**config.mk**
```make
export PLATFORM = sky130hd
export DESIGN_NAME = traffic_lamp_monitor
export DESIGN_NICKNAME = d
export VERILOG_FILES = /design/src/rtl/traffic_lamp_monitor.sv
export SDC_FILE = /design/constraint.sdc
export NUM_CORES = 1
export LEC_CHECK = 0
export BUFFER_PORTS_ARGS = -buffer_cell sky130_fd_sc_hd__buf_4
export CAP_MARGIN = 20
export CORE_MARGIN = 4
export CORE_UTILIZATION = 30
export CTS_BUF_LIST = sky130_fd_sc_hd__clkbuf_2 sky130_fd_sc_hd__clkbuf_4 sky130_fd_sc_hd__clkbuf_8
export DETAILED_ROUTE_END_ITERATION = 7
export HOLD_SLACK_MARGIN = 0.12
export SLEW_MARGIN = 20
export SYNTH_ARGS = -nofsm -noshare
export SYNTH_HDL_FRONTEND = slang
export SYNTH_SLANG_ARGS = --single-unit
export TNS_END_PERCENT = 10
```
**constraint.sdc**
```tcl
create_clock -name CK -period 2.3 [get_ports CK]
set_clock_uncertainty 0.05 [all_clocks]
set_input_delay 0.46 -clock CK [delete_from_list [all_inputs] [get_ports CK]]
set_output_delay 0.46 -clock CK [all_outputs]
set_load 0.01 [all_outputs]
```
**src/rtl/traffic_lamp_monitor.sv**
```systemverilog
// traffic_lamp_monitor
// Receive-side checker for the six lamp outputs of a highway/farm-road
// traffic-light controller. It registers both lamp groups, decodes them into a
// phase code, follows the HG->HY->FG->FY->HG sequence and enforces the dwell
// rules. Conflicts, illegal codes, illegal sequences and timing violations are
// reported and latch the monitor into FAULT until it is cleared.
//
// Ports
//   CK         in   clock, rising edge
//   RN         in   asynchronous active-low reset
//   en         in   monitor enable (0 forces INIT, no error checking)
//   clr_fault  in   leave FAULT back to INIT
//   lamp_hw    in   highway lamps   [2]=R [1]=Y [0]=G
//   lamp_fm    in   farm-road lamps [2]=R [1]=Y [0]=G
//   phase      out  0=INIT 1=HG 2=HY 3=FG 4=FY 7=FAULT
//   dwell      out  cycles spent in the current phase, saturating
//   err_valid  out  one-cycle pulse when an error is detected
//   err_code   out  last error: 1=CONFLICT 2=BADCODE 3=BADSEQ 4=SHORT_GREEN 5=YELLOW_LEN
//   fault      out  sticky error flag
//   cycle_cnt  out  completed FY->HG transitions, wrapping
module traffic_lamp_monitor #(
    parameter int CW         = 8,
    parameter int MIN_GREEN  = 16,
    parameter int MIN_YELLOW = 3,
    parameter int MAX_YELLOW = 5,
    parameter int CNTW       = 8
) (
    input  logic            CK,
    input  logic            RN,
    input  logic            en,
    input  logic            clr_fault,
    input  logic [2:0]      lamp_hw,
    input  logic [2:0]      lamp_fm,
    output logic [2:0]      phase,
    output logic [CW-1:0]   dwell,
    output logic            err_valid,
    output logic [2:0]      err_code,
    output logic            fault,
    output logic [CNTW-1:0] cycle_cnt
);

    typedef enum logic [2:0] {
        PH_INIT  = 3'd0,
        PH_HG    = 3'd1,
        PH_HY    = 3'd2,
        PH_FG    = 3'd3,
        PH_FY    = 3'd4,
        PH_FAULT = 3'd7
    } phase_e;

    localparam logic [2:0] E_NONE     = 3'd0;
    localparam logic [2:0] E_CONFLICT = 3'd1;
    localparam logic [2:0] E_BADCODE  = 3'd2;
    localparam logic [2:0] E_BADSEQ   = 3'd3;
    localparam logic [2:0] E_SHORT_G  = 3'd4;
    localparam logic [2:0] E_YEL_LEN  = 3'd5;

    localparam logic [CW-1:0] MIN_G   = CW'(MIN_GREEN);
    localparam logic [CW-1:0] MIN_Y   = CW'(MIN_YELLOW);
    localparam logic [CW-1:0] MAX_Y   = CW'(MAX_YELLOW);
    localparam logic [CW-1:0] DW_ONE  = CW'(1);
    localparam logic [CW-1:0] DW_SAT  = {CW{1'b1}};

    localparam logic [2:0] L_R = 3'b100;
    localparam logic [2:0] L_Y = 3'b010;
    localparam logic [2:0] L_G = 3'b001;

    logic [2:0]      lamp_hw_q, lamp_fm_q;
    phase_e          phase_q, phase_d;
    logic [CW-1:0]   dwell_q, dwell_d;
    logic            err_valid_q, err_valid_d;
    logic [2:0]      err_code_q, err_code_d;
    logic            fault_q, fault_d;
    logic [CNTW-1:0] cycle_cnt_q, cycle_cnt_d;
    // Set while in the first green after INIT; that phase is exempt from the
    // minimum-green rule because we may have joined it part-way through.
    logic            first_q, first_d;

    logic            hw_ok, fm_ok;
    logic            is_conflict, is_badcode;
    logic            code_vld;
    phase_e          code_ph;
    phase_e          next_ph;
    logic            cur_green, cur_yellow;
    logic [CW-1:0]   dwell_inc;
    logic [2:0]      err;

    // Lamp decode works on the registered copy only.
    always_comb begin
        hw_ok       = (lamp_hw_q == L_R) || (lamp_hw_q == L_Y) || (lamp_hw_q == L_G);
        fm_ok       = (lamp_fm_q == L_R) || (lamp_fm_q == L_Y) || (lamp_fm_q == L_G);
        is_conflict = hw_ok && fm_ok && !lamp_hw_q[2] && !lamp_fm_q[2];
        is_badcode  = !hw_ok || !fm_ok;

        code_vld = 1'b1;
        code_ph  = PH_INIT;
        case ({lamp_hw_q, lamp_fm_q})
            {L_G, L_R}: code_ph = PH_HG;
            {L_Y, L_R}: code_ph = PH_HY;
            {L_R, L_G}: code_ph = PH_FG;
            {L_R, L_Y}: code_ph = PH_FY;
            default:    code_vld = 1'b0;   // all-red (or already flagged above)
        endcase
    end

    always_comb begin
        next_ph = PH_INIT;
        case (phase_q)
            PH_HG:   next_ph = PH_HY;
            PH_HY:   next_ph = PH_FG;
            PH_FG:   next_ph = PH_FY;
            PH_FY:   next_ph = PH_HG;
            default: next_ph = PH_INIT;
        endcase
        cur_green  = (phase_q == PH_HG) || (phase_q == PH_FG);
        cur_yellow = (phase_q == PH_HY) || (phase_q == PH_FY);
        dwell_inc  = (dwell_q == DW_SAT) ? dwell_q : dwell_q + DW_ONE;
    end

    always_comb begin
        phase_d     = phase_q;
        dwell_d     = dwell_q;
        err_valid_d = 1'b0;
        err_code_d  = err_code_q;
        fault_d     = fault_q;
        cycle_cnt_d = cycle_cnt_q;
        first_d     = first_q;
        err         = E_NONE;

        if (!en) begin
            phase_d = PH_INIT;
            dwell_d = '0;
            first_d = 1'b0;
        end else if (phase_q == PH_FAULT) begin
            if (clr_fault) begin
                phase_d = PH_INIT;
                fault_d = 1'b0;
            end
        end else begin
            if (is_conflict) begin
                err = E_CONFLICT;
            end else if (is_badcode) begin
                err = E_BADCODE;
            end else if (!code_vld) begin
                err = E_BADSEQ;
            end else if (phase_q == PH_INIT) begin
                // Only a green is a safe place to start tracking.
                if (code_ph == PH_HG || code_ph == PH_FG) begin
                    phase_d = code_ph;
                    dwell_d = DW_ONE;
                    first_d = 1'b1;
                end
            end else if (code_ph == phase_q) begin
                dwell_d = dwell_inc;
                // Overlong yellow is caught on the edge dwell would pass MAX.
                if (cur_yellow && dwell_q >= MAX_Y)
                    err = E_YEL_LEN;
            end else if (code_ph == next_ph) begin
                if (cur_green && !first_q && dwell_q < MIN_G) begin
                    err = E_SHORT_G;
                end else if (cur_yellow && dwell_q < MIN_Y) begin
                    err = E_YEL_LEN;
                end else begin
                    phase_d = code_ph;
                    dwell_d = DW_ONE;
                    first_d = 1'b0;
                    if (phase_q == PH_FY)
                        cycle_cnt_d = cycle_cnt_q + 1'b1;
                end
            end else begin
                err = E_BADSEQ;
            end

            if (err != E_NONE) begin
                phase_d     = PH_FAULT;
                dwell_d     = '0;
                err_valid_d = 1'b1;
                err_code_d  = err;
                fault_d     = 1'b1;
                first_d     = 1'b0;
            end
        end
    end

    always_ff @(posedge CK or negedge RN) begin
        if (!RN) begin
            lamp_hw_q   <= '0;
            lamp_fm_q   <= '0;
            phase_q     <= PH_INIT;
            dwell_q     <= '0;
            err_valid_q <= 1'b0;
            err_code_q  <= '0;
            fault_q     <= 1'b0;
            cycle_cnt_q <= '0;
            first_q     <= 1'b0;
        end else begin
            lamp_hw_q   <= lamp_hw;
            lamp_fm_q   <= lamp_fm;
            phase_q     <= phase_d;
            dwell_q     <= dwell_d;
            err_valid_q <= err_valid_d;
            err_code_q  <= err_code_d;
            fault_q     <= fault_d;
            cycle_cnt_q <= cycle_cnt_d;
            first_q     <= first_d;
        end
    end

    assign phase     = phase_q;
    assign dwell     = dwell_q;
    assign err_valid = err_valid_q;
    assign err_code  = err_code_q;
    assign fault     = fault_q;
    assign cycle_cnt = cycle_cnt_q;

endmodule

```
# Word level (Yosys, flattened, before mapping)

Index checks and enable logic that the tools add are counted.

Bits in registers: 31
Output and inout bits: 24
Word-level logic and storage cells: 152

Add/subtract/negate cells: 2
$lt $le $gt $ge: 3
Equality and inequality tests: 43
Muxes and demuxes: 58
Bitwise gates (word level): 7
Reduce and logical (&&, ||, !) cells: 30

Operators with widths:

| cell                | number |
|---|---|
| $mux 8              | 13 |
| $mux 3              | 24 |
| $ne 5x4->1 const B  | 6 |
| $reduce_and 9->1    | 3 |
| $pmux 3 s4          | 2 |
| $mux 1              | 19 |
| $add 8x1->8 const B | 2 |
| $eq 3x2->1 const B  | 5 |
| $eq 3x1->1 const B  | 4 |
| $eq 3x3->1 const B  | 4 |
| $eq 6x6->1 const B  | 2 |
| $ne 4x2->1 const B  | 3 |
| $ne 4x3->1 const B  | 3 |
| $reduce_and 11->1   | 1 |
| $ne 5x1->1 const B  | 2 |
| $eq 8x8->1 const B  | 1 |
| $ge 8x3->1 const B  | 1 |
| $logic_or 1x1->1    | 8 |
| $lt 8x2->1 const B  | 1 |
| $lt 8x5->1 const B  | 1 |
| $ne 4x1->1 const B  | 2 |
| $logic_and 1x1->1   | 7 |
| $not 1->1           | 7 |
| $eq 3x3->1          | 2 |
| other kinds (13)    | 20 |

# Logic depth before layout (Yosys ltp)

Gate-level depths: netlist (run 1).

Depth after elaboration: 17
Gate-level depth with buffers: 10

# Least setup slack after synthesis (run 1)

OpenSTA, ideal clock, no wires.

Kind: reg2reg
Start point: reg lamp_fm_q[0]
End point: reg cycle_cnt_q[1] (netlist: cycle_cnt[1])
Library setup time: 125 ps
Data arrival time: 2031 ps
Data required time: 2125 ps
Path slack: 94 ps
Cell stages (with the launch flop): 8
Clock period less this slack: 2206 ps
Cell sequence: dfrtp_1 buf_4 nor3b_2 a221oi_1 a21oi_1 nand4_1 nor2_1 mux2_2

Longest elaborated chain between the ends: 8

Ends and longest elaborated chain:

| item                                               | RTL line | RTL |
|---|---|---|
| start: declaration                                 | 68       | `logic [2:0] lamp_hw_q, lamp_fm_q;` |
| start signal: assignment                           | 198      | `lamp_fm_q <= lamp_fm;` |
| branches (longest 7 deep; another with $eq 6x6->1) | n/a      |  |
| $reduce_and 11->1 (no source line) (*)             | n/a      |  |
| end signal: assignment                             | 204      | `cycle_cnt_q <= cycle_cnt_d;` |
| end: declaration                                   | 74       | `logic [CNTW-1:0] cycle_cnt_q, cycle_cnt_d;` |

Every way passes the cells marked *.
A chain may end at the register's enable or synchronous reset.

# Worst setup path after layout (run 1)

Start point: reg lamp_fm_q[2]
End point: reg err_code_q[0] (netlist: err_code[0])

Longest elaborated chain between the ends: 13

Ends and longest elaborated chain:

| item                                     | RTL line | RTL |
|---|---|---|
| $eq 6x6->1, or another cell as far along | 97       | `case ({lamp_hw_q, lamp_fm_q})` |
| $pmux 3 s4                               | 97       |  |
| $eq 3x3->1                               | 158      | `end else if (code_ph == next_ph) begin` |
| $mux 3                                   | 158      |  |
| $mux 3                                   | 153      | `end else if (code_ph == phase_q) begin` |
| $mux 3                                   | 146      | `end else if (phase_q == PH_INIT) begin` |
| $mux 3                                   | 144      | `end else if (!code_vld) begin` |
| $mux 3                                   | 142      | `end else if (is_badcode) begin` |
| $mux 3 (*)                               | 140      | `if (is_conflict) begin` |
| $mux 3 (*)                               | 134      | `end else if (phase_q == PH_FAULT) begin` |
| $mux 3 (*)                               | 130      | `if (!en) begin` |
| $reduce_bool 3->1                        | 174      | `if (err != E_NONE) begin` |
| $reduce_and 3->1 (no source line)        | n/a      |  |
| end signal: assignment                   | 202      | `err_code_q <= err_code_d;` |
| end: declaration                         | 72       | `logic [2:0] err_code_q, err_code_d;` |

Mark *: on every way between the ends. The rest lies on a longest branch, timed or not. The select of a mux whose other input is x is not followed.

==> impl_metrics.py, run 1 <==
metrics = {
    "min_path": {
        "worstHoldPathCells": 1,
        "hold_end": "lamp_hw_q[1]",
        "holdCritStartpoint": "lamp_hw[1]",
        "hold_path.class": "in2reg",
    },
    "detailed_routing": {
        "wl_per_cell_um": 14.42,
        "top_layer": "met4",
        "wl_um": 5206,
        "routed-wl-met3_um": 269,
        "drtIter0Drc": 98,
        "dr_wl_met2_um": 2368,
        "dr_total_vias": 1895,
        "wl_met1_um": 2483,
        "vias_per_cell": 5.249,
        "drc": 0,
        "firstDrtPassIters": 4,
        "antenna_left": 0,
    },
    "die": {
        "dieHeight_um": 90.86,
        "die_area_um2": 8255,
        "die_x_um": 90.86,
        "core-area_um2": 6495,
        "ioPinCount": 34,
        "num_rows": 29,
        "start_util": 0.3171,
    },
    "synth": {
        "synth_top_area_cell": "dfrtp_1",
        "muxShareOfSynthArea": 0.005468,
        "ys_types": 59,
        "async_reset_ff_frac": 1.000,
        "synth_top_family_by_area": "simple AND/OR/NAND/NOR gates",
        "post_synth.cell_area_avg_um2": 9.447,
        "synth_warnings": 0,
        "ys_ff_latch": 31,
        "synthSimpleGateAreaFrac": 0.2582,
        "ys_seq_area_frac": 0.3767,
        "synth_compound_area_frac": 0.2284,
        "synth_top_area_frac": 0.3767,
        "synthCells": 218,
        "yosys_most_used_dff": "dfrtp_1",
        "synth-xor-area-share": 0.05103,
        "synth_edf_count": 0,
        "synth_fp_nets": 232,
        "synth_area_leaders": "dfrtp_1 38%, xor2_1 3.8%, nand2_1 3.3%",
        "mappedNetlistArea_um2": 2059,
        "synth_fa_ha_area_frac": 0.02430,
    },
    "global_route": {
        "grt_overflow": 0,
        "grt.total_usage": 0.1276,
        "antenna_found_initial": 0,
        "grt_pass1_vias": 1820,
        "grt_pass1_wl_um": 8680,
        "grt_max_degree": 32,
    },
    "critical_path": {
        "path_buf_inv": 0,
        "arrival_ns": 2.38,
        "crit_path_max_fanout": 9,
        "r2r_cells": 7,
        "cp_cell_sequence": "and4bb_2, o21ai_4, nand2_1, a211oi_2, o21ai_0, a311o_1, a32o_1",
        "reg2reg_setup_slack_ns": 0.04,
        "crit_type": "reg2reg",
        "slowest_delay_ns": 0.45,
        "r2r-end": "err_code[0]",
        "crit_path_end_kind": "register",
        "cp_top_family": "compound AO/OA/AOI/OAI gates",
        "rr_startpoint": "lamp_fm_q[2]",
        "critPathLaunchType": "register",
        "worstPathRequired_ns": 2.42,
        "slowest_stage": "dfrtp_2",
    },
    "pwr": {
        "p_int_mw": 1.232,
        "power.share.sequential": 0.370,
        "p_comb_frac": 0.326,
        "pwr-share-clk": 0.304,
        "p_sw_uw": 596.6,
        "worst_ir_drop_vdd_uv": 289.2,
        "swShare": 0.3262,
        "finalPower_mw": 1.829,
        "power.leakage_nw": 1.352,
        "powerDensity_nw_per_um2": 643.9,
    },
    "clock_network": {
        "clkLatencyLatePin_ns": 0.29,
        "clock_path_buffers": 2,
        "cts_buffers": 5,
        "path_clk_slew_ns": 0.06,
        "cts_root_buffer": "clkbuf_8",
        "clock_sinks": 31,
        "htree_levels": 2,
        "cts_tree": "built",
    },
    "sta": {
        "rsz0062_at_grt": "yes",
        "hold_violations": 0,
        "tightest_slew_ns": 0.3978,
        "min_period_ns": 2.260,
        "fmax_mhz": 442.5,
        "relSlewSlack": 0.7313,
        "totalNegativeSetupSlack_ns": 0,
        "period_share": 0.9825,
        "maxSlewViolCount": 0,
        "setup_viol": 0,
    },
    "job": {
        "drv_cap": 0,
    },
    "layout": {
        "final_cell_mix": "68 x buf_4, 24 x dfrtp_1, 18 x nand2_1",
        "drive_gt1_frac": 0.4261,
        "area.growth.synth_to_final_pct": 37.91,
        "nets": 297,
        "mostFrequentLayoutCell": "buf_4",
        "num_antenna_cells": 0,
    },
    "place": {
        "port_buffers": 33,
        "gp_congestion": 0.8163,
        "hpwl_um": 3894,
    },
    "status": {
        "outcome": "complete, no violations",
    },
}
-- per-stage QoR --
| step | util | cell area [µm²] | setup WS (ns) | hold slack [ns] | cells |
|---|---|---|---|---|---|
| after floorplan | - | 2059 | 0.09382 | 0.1144 | 218 |
| after global placement | 0.3934 | 2555 | -0.06833 | 0.3756 | 346 |
| after detailed placement | 0.3934 | 2555 | -0.1004 | 0.3820 | 346 |
| after CTS | 0.4142 | 2690 | 0.004094 | 0.2216 | 355 |
| after global routing | 0.4373 | 2840 | -0.03911 | 0.2139 | 361 |
| final | 0.4373 | 2840 | 0.04035 | 0.2265 | 361 |
-- power groups by stage --
stage / Clock [mW] / Sequential [mW] / Combinational (mW)
5_1_grt: 0.601 / 0.687 / 0.654
4_1_cts: 0.574 / 0.673 / 0.564
3_5_place_dp: 0 / 0.682 / 0.556
6_report: 0.556 / 0.676 / 0.596
2_1_floorplan: 0 / 0.657 / 0.347
3_3_place_gp: 0 / 0.683 / 0.553
-- timing repair --
item                       CTS  global route
hold buffers                 1             0
setup endpoints to repair   13            22
setup buffers                0             6
gates resized for setup      7            27
pin swaps                    0            15
hold endpoints to repair    31             0
-- sequential cells by signal, summed over array words and instances, names as in the netlist --
signal and count:
lamp_hw_q 3, err_code 3, phase 3, err_valid 1, fault 1, lamp_fm_q 3
dwell 8, cycle_cnt 8, first_q 1
-- metal layers --
metal / track usage / up-vias
li1: - / 938
met1: 0.1756 / 893
met2: 0.1952 / 53
met3: 0.03000 / 11
met4: 0.04523 / 0
met5: 0 / -
-- logic make-up after synthesis --
group	after synthesis
simple gates	90
compound gates	58
flops	31
buf+inv	22
xor+xnor	12
fa+ha+maj	4
mux	1
-- worst max path at each step --
stage	endpoint	slack (ns)	depth (start not counted)	startpoint
2_1_floorplan	cycle_cnt[1]	0.09	7	lamp_fm_q[0]
3_3_place_gp	dwell[5]	-0.07	7	lamp_fm_q[2]
3_5_place_dp	dwell[6]	-0.10	7	lamp_fm_q[0]
4_1_cts	dwell[6]	0.004	8	lamp_fm_q[2]
5_1_grt	err_code[0]	-0.04	7	lamp_fm_q[0]
6_report	err_code[0]	0.04	7	lamp_fm_q[2]
-- Yosys cell counts (2+ instances only) --
cell type,number
nor3_1,9
buf_2,2
nor2_1,15
and4bb_1,2
dfrtp_1,31
xnor2_1,3
buf_6,3
a22o_1,7
a221oi_1,2
ha_1,4
a21oi_1,7
a21o_1,3
nand3_1,9
o21ai_0,9
o21bai_1,4
nand2b_1,3
o22ai_1,2
nor2b_1,5
a22oi_1,3
clkbuf_1,6
nand2_1,18
buf_4,2
nor4_1,3
a31oi_1,2
inv_1,9
nand4_1,5
and4bb_2,2
o21ai_1,2
xor2_1,9
a32o_1,2
and3_1,6
o21ai_4,2
-- layout make-up --
cell class	instances	area (µm²)
timing repair buffer	71	543.0
tap	77	96.34
clock inverter	2	35.03
inverter	9	33.78
clock buffer	6	82.58
sequential	31	784.5
fill	626	3655
multi-input combinational	165	1265
No activity file was read; power rests on OpenSTA's default activity.
==> run 2: changes to the inputs <==
Settings changed: BUFFER_PORTS_ARGS -buffer_cell sky130_fd_sc_hd__buf_4 to not set, CORE_ASPECT_RATIO set to 1.1, DONT_BUFFER_PORTS set to 1.
==> impl_metrics.py, run 2 (synthesis results as in run 1) <==
metrics = {
    "die": {
        "dieHeight_um": 94.90,
        "die_x_um": 87,
        "core-area_um2": 6633,
        "start_util": 0.3105,
        "ioPinCount": 34,
        "die_area_um2": 8256,
        "num_rows": 31,
    },
    "min_path": {
        "holdCritStartpoint": "lamp_fm[2]",
        "hold_end": "lamp_fm_q[2]",
        "worstHoldPathCells": 0,
        "hold_path.class": "in2reg",
    },
    "critical_path": {
        "crit_type": "reg2reg",
        "worstPathRequired_ns": 2.47,
        "critPathLaunchType": "register",
        "r2r-end": "dwell[3]",
        "arrival_ns": 2.44,
        "rr_startpoint": "lamp_fm_q[2]",
        "reg2reg_setup_slack_ns": 0.02,
        "crit_path_start": "lamp_fm_q[2]",
        "crit_path_max_fanout": 10,
        "r2r_cells": 8,
        "crit_path_end_kind": "register",
    },
    "job": {
        "drv_cap": 0,
    },
    "sta": {
        "rsz0062_at_grt": "yes",
        "relSlewSlack": 0.6333,
        "period_share": 0.9893,
        "maxSlewViolCount": 0,
        "min_period_ns": 2.275,
        "totalNegativeSetupSlack_ns": 0,
        "setup_viol": 0,
        "tightest_slew_ns": 0.5501,
        "hold_violations": 0,
        "fmax_mhz": 439.5,
        "worst_slack_ns": 0.02469,
    },
    "layout": {
        "num_antenna_cells": 0,
        "finalInstanceArea_um2": 2547,
        "final_cell_mix": "41 x buf_4, 26 x dfrtp_1, 18 x nand2_1",
        "area.growth.synth_to_final_pct": 23.69,
        "nets": 270,
        "drive_gt1_frac": 0.2980,
        "mostFrequentLayoutCell": "buf_4",
    },
    "detailed_routing": {
        "antenna_left": 0,
        "wl_per_cell_um": 16.31,
        "dr_total_vias": 1801,
        "vias_per_cell": 5.344,
        "firstDrtPassIters": 5,
        "drtIter0Drc": 126,
        "wl_um": 5495,
        "drc": 0,
    },
    "pwr": {
        "power.share.sequential": 0.432,
        "worst_ir_drop_vdd_uv": 218.1,
        "p_comb_frac": 0.317,
        "p_sw_uw": 574.2,
        "powerDensity_nw_per_um2": 633.8,
        "finalPower_mw": 1.615,
        "power.leakage_nw": 1.224,
        "p_int_mw": 1.040,
        "swShare": 0.3556,
        "pwr-share-clk": 0.251,
    },
    "clock_network": {
        "path_clk_slew_ns": 0.06,
        "clock_path_buffers": 2,
        "cts_root_buffer": "clkbuf_8",
        "clock_sinks": 31,
        "cts_tree": "built",
        "htree_levels": 2,
        "cts_buffers": 5,
        "clkLatencyLatePin_ns": 0.28,
    },
    "place": {
        "placed_cell_area_um2": 2389,
        "place_ws_ns": -0.01563,
        "gp_congestion": 0.8892,
        "port_buffers": 0,
        "hpwl_um": 4045,
    },
    "global_route": {
        "antenna_found_initial": 0,
        "grt_pass1_wl_um": 8956,
        "grt_pass1_vias": 1796,
        "grt_overflow": 0,
        "grt.total_usage": 0.1388,
        "grt_max_degree": 32,
    },
    "status": {
        "outcome": "complete, no violations",
    },
}
==> run 2: changes by cell type in the layout (fill, tap and decap cells not counted), sizes merged <==
| cell | change |
|---|---|
| clkinv | -1 |
| bufinv | -1 |
| buf | -27 |
==> run 2: final cells by class <==
| cell class | instances | area (µm²) |
|---|---|---|
| clock buffer | 6 | 76.32 |
| fill | 668 | 4085 |
| inverter | 9 | 33.78 |
| multi-input combinational | 165 | 1204 |
| sequential | 31 | 782.0 |
| tap | 82 | 102.6 |
| timing repair buffer | 44 | 349.1 |
==> run 2: worst max-delay path by stage <==
stage | endpoint | slack [ns]
2_1_floorplan | cycle_cnt[1] | 0.09
3_3_place_gp | dwell[6] | 0.04
3_5_place_dp | cycle_cnt[5] | -0.02
4_1_cts | cycle_cnt[5] | 0.004
5_1_grt | dwell[3] | -0.1
6_report | dwell[3] | 0.02
==> run 2: layer usage <==
| layer | GRT usage | wire [µm] |
|---|---|---|
| met1 | 0.1712 | 2390 |
| met2 | 0.2405 | 2792 |
| met3 | 0.03403 | 251 |
| met4 | 0.03506 | 61 |
| met5 | 0 | 0 |
==> run 2: repair_timing <==
item                       4_1_cts  5_1_grt
gates resized for setup          4       12
hold buffers                     2        0
setup buffers                    0        1
setup endpoints to repair       10       23
pin swaps                        0       10
hold endpoints to repair        31        0
==> run 2: power by group through the flow <==
stage               Sequential [mW]  Combinational (mW)  Clock (mW)
finish                        0.698               0.511       0.405
global route                  0.708               0.560       0.440
CTS                           0.699               0.496       0.418
detailed placement            0.709               0.477           0
global placement              0.706               0.475           0
floorplan                     0.657               0.347           0
==> run 2: worst max-delay path: stages (launching register included) <==
cell and delay (ns):
dfrtp_2 0.46, and4bb_1 0.32, and3_1 0.22, a2bb2oi_2 0.22, nand3_2 0.14, o311ai_4 0.31
buf_4 0.21, o21bai_1 0.12, a22o_1 0.16
==> run 2: per-stage QoR <==
step	utilization	instances	hold WS, ns
2_1_floorplan	-	218	0.1144
3_3_place_gp	0.3601	328	0.1157
3_5_place_dp	0.3601	328	0.1158
4_1_cts	0.3767	336	0.1459
5_1_grt	0.3841	337	0.1384
6_report	0.3841	337	0.1535
==> run 3: changes to the inputs <==
==> constraint.sdc (replaced) <==
create_clock -name CK -period 2.3 [get_ports CK]
set_clock_uncertainty 0.05 [all_clocks]
set_input_delay 0.115 -clock CK [delete_from_list [all_inputs] [get_ports CK]]
set_output_delay 0.115 -clock CK [all_outputs]
set_load 0.01 [all_outputs]
==> impl_metrics.py, run 3 (synthesis results as in run 1) <==
metrics = {
    "min_path": {
        "worstHoldPathCells": 3,
        "hold_end": "phase[0]",
        "holdCritStartpoint": "en",
        "hold_path.class": "in2reg",
    },
    "sta": {
        "holdWs_ns": 0.1555,
        "totalNegativeSetupSlack_ns": 0,
        "tightest_slew_ns": 0.5568,
        "min_period_ns": 2.284,
        "rsz0062_at_grt": "yes",
        "worst_slack_ns": 0.01597,
        "maxSlewViolCount": 0,
        "fmax_mhz": 437.8,
        "period_share": 0.9931,
        "relSlewSlack": 0.6288,
        "hold_violations": 0,
        "setup_viol": 0,
    },
    "place": {
        "port_buffers": 0,
        "place_ws_ns": -0.01563,
        "place_inst": 328,
        "hpwl_um": 4045,
        "placed_cell_area_um2": 2389,
        "gp_congestion": 0.8892,
    },
    "critical_path": {
        "worstPathRequired_ns": 2.47,
        "reg2reg_setup_slack_ns": 0.02,
        "cp_cell_sequence": "and4bb_1, and3_1, a2bb2oi_2, nand3_2, o311ai_4, buf_4, o21bai_1, a22o_1",
        "path_buf_inv": 1,
        "slowest_stage": "dfrtp_2",
        "r2r_cells": 8,
        "rr_startpoint": "lamp_fm_q[2]",
        "crit_path_end_kind": "register",
        "crit_path_max_fanout": 10,
        "critPathLaunchType": "register",
        "slowest_delay_ns": 0.46,
        "crit_type": "reg2reg",
        "arrival_ns": 2.45,
        "cp_top_family": "compound AO/OA/AOI/OAI gates",
        "r2r-end": "dwell[3]",
    },
    "detailed_routing": {
        "dr_total_vias": 1845,
        "drc": 0,
        "wl_per_cell_um": 16.08,
        "antenna_left": 0,
        "vias_per_cell": 5.348,
        "wl_um": 5549,
        "drtIter0Drc": 163,
        "firstDrtPassIters": 4,
    },
    "layout": {
        "finalInstanceArea_um2": 2628,
        "fillCellCount": 667,
        "final_cells": 345,
        "final_cell_mix": "41 x buf_4, 26 x dfrtp_1, 18 x nand2_1",
        "mostFrequentLayoutCell": "buf_4",
        "area.growth.synth_to_final_pct": 27.58,
        "nets": 278,
        "post-route-util": 0.3962,
        "num_antenna_cells": 0,
        "drive_gt1_frac": 0.2890,
    },
    "global_route": {
        "met3_usage": 0.03578,
        "met2_usage": 0.2430,
        "antenna_found_initial": 0,
        "grt.total_usage": 0.1401,
        "grt_pass1_wl_um": 9039,
        "grt_pass1_vias": 1844,
        "grt_max_degree": 32,
        "use_met1": 0.1701,
        "grt.busiest_layer": "met2",
        "grt_overflow": 0,
    },
    "pwr": {
        "power.leakage_nw": 1.257,
        "finalPower_mw": 1.624,
        "powerDensity_nw_per_um2": 618.3,
        "worst_ir_drop_vdd_uv": 216.6,
    },
    "die": {
        "core-area_um2": 6633,
        "ioPinCount": 34,
        "num_rows": 31,
        "die_x_um": 87,
        "dieHeight_um": 94.90,
        "die_area_um2": 8256,
        "start_util": 0.3105,
    },
    "clock_network": {
        "cts_root_buffer": "clkbuf_8",
        "path_clk_slew_ns": 0.06,
        "cts_buffers": 5,
        "clock_path_buffers": 2,
        "cts_tree": "built",
        "clock_sinks": 31,
        "clkLatencyLatePin_ns": 0.28,
        "htree_levels": 2,
    },
    "status": {
        "outcome": "complete, no violations",
    },
    "job": {
        "drv_cap": 0,
    },
}
## run 3: metal layers
layer  up-vias  part of all wire
li1        897                 -
met1       891              0.43
met2        49              0.50
met4         0             0.014
met5         -                 0
met3         8             0.053
## run 3: report_power, final
part           switching, mW  total [mW]  internal (mW)
registers              0.105       0.698          0.592
clock network          0.190       0.403          0.213
logic                  0.279       0.523          0.244
## run 3: worst max path at each step
stage | from | end | slack (ns) | cells after the start
4_1_cts | lamp_fm_q[2] | cycle_cnt[5] | 0.004 | 8
3_3_place_gp | lamp_fm_q[2] | dwell[6] | 0.04 | 7
5_1_grt | lamp_fm_q[0] | dwell[3] | -0.1 | 9
3_5_place_dp | lamp_fm_q[0] | cycle_cnt[5] | -0.02 | 8
6_report | lamp_fm_q[2] | dwell[3] | 0.02 | 8
2_1_floorplan | lamp_fm_q[0] | cycle_cnt[1] | 0.09 | 7
## run 3: timing repair
action,CTS,global route
hold buffers,10,0
gates cloned,0,0
endpoints found under the hold margin,39,0
pin swaps,0,10
setup buffers,0,1
endpoints found under the setup margin,10,23
resized for setup,4,12
## run 3: final cells by class
type,instances,area (µm²),share of cell area
Inverter,9,33.78,0.01286
Sequential cell,31,782.0,0.2976
Multi-Input combinational cell,165,1204,0.4581
Tap cell,82,102.6,0.03905
Timing Repair Buffer,52,429.2,0.1633
Clock buffer,6,76.32,0.02905
## run 3: tightest hold or removal path, cell delays in order
cell and delay, ns:
nand2_1 0.11, or2_2 0.15, o21ai_1 0.06
